**src/rtl/uart_tx_fifo.sv**
```systemverilog
// uart_tx_fifo: CPU byte FIFO feeding an 8N1 LSB-first serialiser on txd.
// Ports: clk, reset (async high), uart_out/uart_wrreq in; uart_full, fifo_count, tx_busy, overflow, txd out.
module uart_tx_fifo #(
  parameter int CLKS_PER_BIT = 434,
  parameter int DEPTH_LOG2   = 4
) (
  input  logic                  clk,
  input  logic                  reset,
  input  logic [7:0]            uart_out,
  input  logic                  uart_wrreq,
  output logic                  uart_full,
  output logic [DEPTH_LOG2:0]   fifo_count,
  output logic                  tx_busy,
  output logic                  overflow,
  output logic                  txd
);

  localparam int DEPTH = 1 << DEPTH_LOG2;
  localparam logic [DEPTH_LOG2:0] CNT_FULL =
    (DEPTH_LOG2+1)'(DEPTH);
  localparam logic [15:0] BAUD_LAST =
    16'(CLKS_PER_BIT - 1);

  localparam logic [1:0] S_IDLE  = 2'd0;
  localparam logic [1:0] S_START = 2'd1;
  localparam logic [1:0] S_DATA  = 2'd2;
  localparam logic [1:0] S_STOP  = 2'd3;

  logic [7:0]            mem [DEPTH];
  logic [DEPTH_LOG2-1:0] wr_ptr;
  logic [DEPTH_LOG2-1:0] rd_ptr;
  logic [DEPTH_LOG2:0]   count;
  logic [DEPTH_LOG2:0]   count_nxt;
  logic                  full_q;
  logic                  ovf_q;

  logic [1:0]  state;
  logic [15:0] baud;
  logic [2:0]  bit_idx;
  logic [7:0]  shift;
  logic        txd_q;
  logic        busy_q;

  logic baud_done;
  logic has_data;
  logic wr_ok;
  logic pop;

  assign baud_done = (baud == BAUD_LAST);
  assign has_data  = (count != '0);

  // Full is the registered pre-edge value, so a pop on
  // the same edge never makes room for a write.
  assign wr_ok = uart_wrreq && !full_q;

  always_comb begin
    pop = 1'b0;
    unique case (1'b1)
      state == S_IDLE: pop = has_data;
      state == S_STOP: pop = has_data && baud_done;
      default:         pop = 1'b0;
    endcase
  end

  always_comb begin
    count_nxt = count;
    if (wr_ok && !pop)
      count_nxt = count + 1'b1;
    else if (!wr_ok && pop)
      count_nxt = count - 1'b1;
  end

  always_ff @(posedge clk) begin
    if (wr_ok)
      mem[wr_ptr] <= uart_out;
  end

  always_ff @(posedge clk or posedge reset) begin
    if (reset) begin
      wr_ptr <= '0;
      rd_ptr <= '0;
      count  <= '0;
      full_q <= 1'b0;
      ovf_q  <= 1'b0;
    end else begin
      if (wr_ok)
        wr_ptr <= wr_ptr + 1'b1;
      if (pop)
        rd_ptr <= rd_ptr + 1'b1;
      count  <= count_nxt;
      full_q <= (count_nxt == CNT_FULL);
      if (uart_wrreq && full_q)
        ovf_q <= 1'b1;
    end
  end

  always_ff @(posedge clk or posedge reset) begin
    if (reset) begin
      state   <= S_IDLE;
      baud    <= '0;
      bit_idx <= '0;
      shift   <= '0;
      txd_q   <= 1'b1;
      busy_q  <= 1'b0;
    end else begin
      unique case (state)
        S_IDLE: begin
          if (pop) begin
            shift  <= mem[rd_ptr];
            baud   <= '0;
            txd_q  <= 1'b0;
            busy_q <= 1'b1;
            state  <= S_START;
          end
        end
        S_START: begin
          if (baud_done) begin
            baud    <= '0;
            bit_idx <= '0;
            txd_q   <= shift[0];
            state   <= S_DATA;
          end else begin
            baud <= baud + 1'b1;
          end
        end
        S_DATA: begin
          if (baud_done) begin
            baud <= '0;
            if (bit_idx == 3'd7) begin
              txd_q <= 1'b1;
              state <= S_STOP;
            end else begin
              bit_idx <= bit_idx + 1'b1;
              shift   <= shift >> 1;
              // Next bit is presented as the shift happens.
              txd_q   <= shift[1];
            end
          end else begin
            baud <= baud + 1'b1;
          end
        end
        S_STOP: begin
          if (baud_done) begin
            baud <= '0;
            if (pop) begin
              // Chain straight into the next frame.
              shift <= mem[rd_ptr];
              txd_q <= 1'b0;
              state <= S_START;
            end else begin
              busy_q <= 1'b0;
              state  <= S_IDLE;
            end
          end else begin
            baud <= baud + 1'b1;
          end
        end
        default: begin
          txd_q  <= 1'b1;
          busy_q <= 1'b0;
          state  <= S_IDLE;
        end
      endcase
    end
  end

  assign uart_full  = full_q;
  assign fifo_count = count;
  assign tx_busy    = busy_q;
  assign overflow   = ovf_q;
  assign txd        = txd_q;

endmodule

```
**config.mk**
```make
export PLATFORM = sky130hd
export DESIGN_NAME = uart_tx_fifo
export DESIGN_NICKNAME = d
export VERILOG_FILES = /design/src/rtl/uart_tx_fifo.sv
export SDC_FILE = /design/constraint.sdc
export NUM_CORES = 1
export LEC_CHECK = 0
export BUFFER_PORTS_ARGS = -buffer_cell sky130_fd_sc_hd__clkbuf_2
export CORE_MARGIN = 8
export CORE_UTILIZATION = 30
export CTS_CLUSTER_DIAMETER = 50
export DETAILED_ROUTE_END_ITERATION = 10
export GPL_ROUTABILITY_DRIVEN = 1
export SETUP_SLACK_MARGIN = 0.3
export SLEW_MARGIN = 20
export SYNTH_ARGS = -nofsm -noshare
export SYNTH_HDL_FRONTEND = slang
export SYNTH_SLANG_ARGS = --single-unit
```
**constraint.sdc**
```tcl
create_clock -name clk -period 3.06 [get_ports clk]
set_input_delay 0.306 -clock clk [delete_from_list [all_inputs] [get_ports clk]]
set_output_delay 0.306 -clock clk [all_outputs]
set_load 0.005 [all_outputs]
```
# Yosys cells after proc, flatten, opt, wreduce, memory -nomap -nowiden
# Memories as Yosys holds them, arrays and structs flattened.
# Cells that the tools add are included.
[classes]
reduce_logical = 19
mux = 34
add_sub_neg = 6
n_eq_ne = 13
[op_table]
columns = ["op", "count"]
rows = [
  ["$mux W16", 2],
  ["$mux W8", 4],
  ["$pmux W16 S2", 1],
  ["$pmux W8 S3", 1],
  ["$add A16 B1 Y16 const B", 1],
  ["$eq A16 B9 Y1 const B", 1],
  ["$ne A2 B2 Y1 const B", 7],
  ["$reduce_and A4 Y1", 3],
  ["$mux W1", 11],
  ["$mux W2", 5],
  ["$mux W5", 2],
  ["$mux W3", 3],
  ["$add A4 B1 Y4 const B", 2],
  ["$pmux W2 S4", 1],
  ["$pmux W3 S2", 1],
  ["$add A5 B1 Y5 const B", 1],
  ["$eq A5 B5 Y1 const B", 1],
  ["$logic_and A1 B1 Y1", 5],
  ["$reduce_and A5 Y1", 1],
  ["$reduce_bool A5 Y1", 1],
  ["$sub A5 B1 Y5 const B", 1],
  ["$eq A2 B2 Y1 const B", 2],
  ["$pmux W1 S2", 2],
  ["$pmux W1 S4", 1],
  ["9 further kinds", 12],
]
[word_totals]
out_inout_bits = 9
mem_bits_rw = 128
mem_count = 1
reg_bits = 46
input_bits = 11
[mem_list]
columns = ["memory", "depth", "word_bits", "rd", "rd_ports_with_merged_regs", "wr", "line_no", "source"]
rows = [
  ["mem", 16, 8, 1, 0, 1, "29", "logic [7:0] mem [DEPTH];"],
]

# Logic depth before layout (Yosys ltp)
[logic_depth]
depth_word = 7
depth_mapped = 10
ltp_nobuf = 8

# Worst setup path after synthesis
# No wires, ideal clock.
[synth_path]
path_type = "reg2reg"
from = "reg state[0]"
to = "reg shift[0]"
arrival_time_ns = 2.158
path_stages_with_launch = 9
setup_slack_ns = 0.776
required_time_ns = 2.934
cell_sequence = "dfrtp_1 -> inv_1 -> ha_1 -> clkbuf_1 -> nor3_1 -> a31oi_1 -> or3_1 -> buf_6 -> a221o_1"
[synth_via]
elab_chain_cells = 5
[synth_rtl]
columns = ["element", "line_no", "source"]
rows = [
  ["from (decl)", "37", "logic [1:0] state;"],
  ["from (signal assigned)", "99", "state <= S_IDLE;"],
  ["from (signal assigned)", "113", "state <= S_START;"],
  ["from (signal assigned)", "121", "state <= S_DATA;"],
  ["$eq A2 B2 Y1 or $logic_not A2 Y1 (tied branches)", "60, 106, 59", ""],
  ["$pmux W1 S2", "58", "unique case (1'b1)"],
  ["$mux W8 (2 in series)", "-", ""],
  ["$pmux W8 S3", "106", "unique case (state)"],
  ["to (signal assigned)", "109", "shift <= mem[rd_ptr];"],
  ["to (signal assigned)", "134", "shift <= shift >> 1;"],
  ["to (signal assigned)", "147", "shift <= mem[rd_ptr];"],
  ["to (decl)", "40", "logic [7:0] shift;"],
]
# Several ways; a longest one is shown, not always the timed one. The select of a mux whose other input is x is not followed.
# A chain may end at the register's enable or synchronous reset.

# Worst setup path in the final report
# Same ends and word-level chain as after synthesis.

==> impl_table.tex <==
\begin{tabular}{lr}
\hline
Metric & Value \\
\hline
\multicolumn{2}{l}{\textbf{STA}} \\
\quad Transition time of the tightest slew-check pin & 907.6 ps \\
\quad Highest Clock Rate & 393.0 MHz \\
\quad Post-layout min period & 2545 ps \\
\quad TNS Setup & 0 ps \\
\quad Final number of max-transition violations & 0 \\
\quad Fin crit share & 0.8316 \\
\quad Setup repair after global routing missed its margin & false \\
\quad Slew headroom & 0.3886 \\
\quad Worst setup skew after layout & 11.43 ps \\
\quad Final worst setup slack & 515.2 ps \\
\quad Final setup viols & 0 \\
\quad Final Hold Vio Count & 0 \\
\multicolumn{2}{l}{\textbf{Global routing}} \\
\quad Vias in the first global route & 4398 \\
\quad Global-route wire length before repair & 24.83 mm \\
\quad Total congestion overflow & 0 \\
\quad Number of antenna violations at the first check in global routing & 0 \\
\quad Largest net degree at the start of global routing & 47 \\
\quad Overall global routing resource usage & 0.1059 \\
\multicolumn{2}{l}{\textbf{Worst setup path}} \\
\quad Element type at the critical path start & flop \\
\quad Crit path cell chain & inv\_1 -> ha\_1 -> inv\_1 -> nor2\_1 -> a31oi\_1 -> or3\_1 -> a221o\_1 \\
\quad Worst endpoint data arrival time & 2860 ps \\
\quad Critical-path maximum fanout & 14 \\
\quad Type of the worst setup path & flop to flop \\
\quad Kind of end point of the critical path & flop \\
\quad Cell family with the largest share of critical-path delay & simple AND/OR/NAND/NOR gates \\
\quad Stage delay of the slowest cell on the critical path & 510 ps \\
\quad Critical Path RT & 3370 ps \\
\quad Number of buffer and inverter instances along the worst setup path & 2 \\
\quad CP max-delay cell & sky130\_fd\_sc\_hd\_\_or3\_1 \\
\quad Cell repeated most along the worst path & sky130\_fd\_sc\_hd\_\_inv\_1 \\
\multicolumn{2}{l}{\textbf{Yosys}} \\
\quad Per-instance average area after synthesis & 14.95 µm² \\
\quad Proportion of register bits with asynchronous set or reset after synthesis & 0.2644 \\
\quad Post-Synthesis Net Count & 534 \\
\quad Seq/Total Area, Yosys & 0.6603 \\
\quad Number of enable-type register cells in the synthesized netlist & 128 \\
\quad FF+latch count, synth & 174 \\
\quad Synthesized netlist cell count & 506 \\
\quad Yosys warning total & 0 \\
\quad Area of the mapped netlist & 0.007566 mm² \\
\quad Main synth FF type & sky130\_fd\_sc\_hd\_\_edfxtp\_1 \\
\quad Synth unique cells & 53 \\
\multicolumn{2}{l}{\textbf{Place}} \\
\quad Final weighted congestion in routability-driven placement & 0.8288 \\
\quad Detailed Place HPWL & 10.39 mm \\
\quad Setup WS pre-CTS & 502.4 ps \\
\quad Number of I/O port buffers & 19 \\
\multicolumn{2}{l}{\textbf{Detailed routing}} \\
\quad ANT nets after route & 0 \\
\quad Routed wirelength normalized by instance count & 18.04 µm \\
\quad DRC errors left & 0 \\
\quad Routed vias/inst & 4.899 \\
\quad Iteration-0 DRC count of the detailed router & 204 \\
\quad Via count & 4282 \\
\quad Overall routed net length & 15.77 mm \\
\quad Number of detailed-routing iterations run before antenna repair & 5 \\
\multicolumn{2}{l}{\textbf{Run}} \\
\quad Maxcap violations & 0 \\
\multicolumn{2}{l}{\textbf{Clock tree}} \\
\quad Number of levels in the clock H-tree & 4 \\
\quad Clk\_lat worst skew & 430 ps \\
\quad Clock Sinks & 174 \\
\quad Clock tree root buffer cell & sky130\_fd\_sc\_hd\_\_clkbuf\_16 \\
\quad Count of hold-fix buffers inserted at cts & 0 \\
\quad CTS tree & done \\
\quad CTS clk-pin slew, worst paths & 70 ps \\
\quad Number of buffers on the longest clock path & 2 \\
\quad CTS Buf Count & 17 \\
\quad Post-CTS setup buffer count & 0 \\
\quad Number of gates resized after CTS & 0 \\
\multicolumn{2}{l}{\textbf{Cells and area}} \\
\quad Most frequent cells in the layout & 128 x sky130\_fd\_sc\_hd\_\_edfxtp\_1, 44 x sky130\_fd\_sc\_hd\_\_dfrtp\_1, 37 x sky130\_fd\_sc\_hd\_\_o21ai\_0 \\
\quad Most common library cell in the layout ignoring fill and taps & sky130\_fd\_sc\_hd\_\_edfxtp\_1 \\
\quad Post-layout net count & 559 \\
\quad Share of final-layout standard cells stronger than drive strength 1 & 0.1875 \\
\quad Area growth from synthesis to layout & 13.92\% \\
\quad Number of diodes added for antenna fixing & 0 \\
\multicolumn{2}{l}{\textbf{Power}} \\
\quad Power density over the cells & 892.0 mW/mm² \\
\quad VDD IR-drop max & 0.4699 mV \\
\quad Static power due to leakage & 3.058 nW \\
\quad Power after layout & 7.688 mW \\
\multicolumn{2}{l}{\textbf{Floorplanning}} \\
\quad Starting Density & 0.3031 \\
\quad Placeable core region & 0.02496 mm² \\
\quad Boundary pin count & 20 \\
\quad Std cell rows & 58 \\
\quad Die Outline Area & 0.03056 mm² \\
\quad Height of the die & 174.8 µm \\
\quad Die outline width & 174.8 µm \\
\multicolumn{2}{l}{\textbf{Hold path}} \\
\quad Worst min path class & input port to async pin \\
\multicolumn{2}{l}{\textbf{Outcome}} \\
\quad Status & complete, no violations \\
\hline
\end{tabular}
## cells in the mapped netlist (4+ instances only)
library cell | instances | share of area
sky130_fd_sc_hd__nor2_1 | 18 | 0.0089
sky130_fd_sc_hd__mux2i_1 | 25 | 0.033
sky130_fd_sc_hd__a31oi_1 | 7 | 0.0058
sky130_fd_sc_hd__xnor2_1 | 9 | 0.010
sky130_fd_sc_hd__xor2_1 | 8 | 0.0093
sky130_fd_sc_hd__edfxtp_1 | 128 | 0.51
sky130_fd_sc_hd__buf_4 | 6 | 0.0060
sky130_fd_sc_hd__nor2b_1 | 4 | 0.0033
sky130_fd_sc_hd__and2_1 | 18 | 0.015
sky130_fd_sc_hd__nor3_1 | 4 | 0.0026
sky130_fd_sc_hd__mux4_2 | 19 | 0.057
sky130_fd_sc_hd__a22oi_1 | 7 | 0.0069
sky130_fd_sc_hd__a21oi_1 | 13 | 0.0086
sky130_fd_sc_hd__mux2_2 | 14 | 0.021
sky130_fd_sc_hd__ha_1 | 17 | 0.028
sky130_fd_sc_hd__clkbuf_1 | 11 | 0.0055
sky130_fd_sc_hd__o21ai_0 | 37 | 0.024
sky130_fd_sc_hd__o31ai_1 | 4 | 0.0040
sky130_fd_sc_hd__a221oi_1 | 7 | 0.0081
sky130_fd_sc_hd__nand3_1 | 11 | 0.0073
sky130_fd_sc_hd__dfrtp_1 | 45 | 0.15
sky130_fd_sc_hd__nand2_1 | 32 | 0.016
sky130_fd_sc_hd__inv_1 | 13 | 0.0064
## flip-flops by register name, indices dropped and copies added (netlist names)
name	cells
mem	128
baud	16
shift	8
fifo_count	5
rd_ptr	4
wr_ptr	4
bit_idx	3
state	2
overflow	1
tx_busy	1
txd	1
uart_full	1
## layout make-up
type | instances | area (µm²)
fillers | 2426 | 16340
clock inverters | 15 | 150.1
inverters | 13 | 50.05
multi-input cells | 298 | 2416
repair buffers | 27 | 167.7
clock buffers | 17 | 425.4
well taps | 330 | 412.9
flip-flops and latches | 174 | 4997
## per-layer routing
layer | GRT usage | wire, µm | vias to the layer above
li1 | - | - | 1987
met1 | 0.1305 | 6993 | 2198
met2 | 0.1776 | 8038 | 76
met3 | 0.02180 | 427 | 21
met4 | 0.04486 | 306 | 0
met5 | 0 | 0 | -
## final timing paths
check / from / endpoint / slack, ps / cells after the start
max in group asynchronous: reset / rd_ptr[0]$_DFFE_PP0P_ / 2510 / 2
setup / recovery: state[0]$_DFFE_PP0P_ / shift[0]$_DFFE_PP0P_ / 520 / 7
setup reg to reg: state[0]$_DFFE_PP0P_ / shift[0]$_DFFE_PP0P_ / 520 / 7
hold / removal: reset / baud[12]$_DFFE_PP0P_ / 0.5 / 2
hold reg to reg: overflow$_DFFE_PP0P_ / overflow$_DFFE_PP0P_ / 450 / 1
min in group clk: uart_wrreq / overflow$_DFFE_PP0P_ / 110 / 2
## logic make-up after synthesis
logic type,after synthesis,share of synthesized area
mux,58,0.1105
compound gates,91,0.07491
simple gates,115,0.08550
flops,174,0.6603
buf+inv,34,0.02100
fa+ha+maj,17,0.02811
xor+xnor,17,0.01968
## through the flow
step | instances | util | hold slack, ps | cell area (µm²)
after global routing | 874 | 0.3453 | 50.48 | 8620
final | 874 | 0.3453 | 0.5368 | 8620
after detailed placement | 842 | 0.3220 | 443.9 | 8038
after floorplan | 506 | - | 404.9 | 7566
after global placement | 842 | 0.3220 | 439.2 | 8038
after CTS | 874 | 0.3450 | 97.82 | 8613
## power breakdown
group	internal (mW)	switching, mW	leakage [nW]
Sequential	2.92	0.319	1.74
Clock	1.08	0.991	0.271
Combinational	1.04	1.34	1.05
Total	5.04	2.65	3.06
Power figures use the tool's default switching activity.
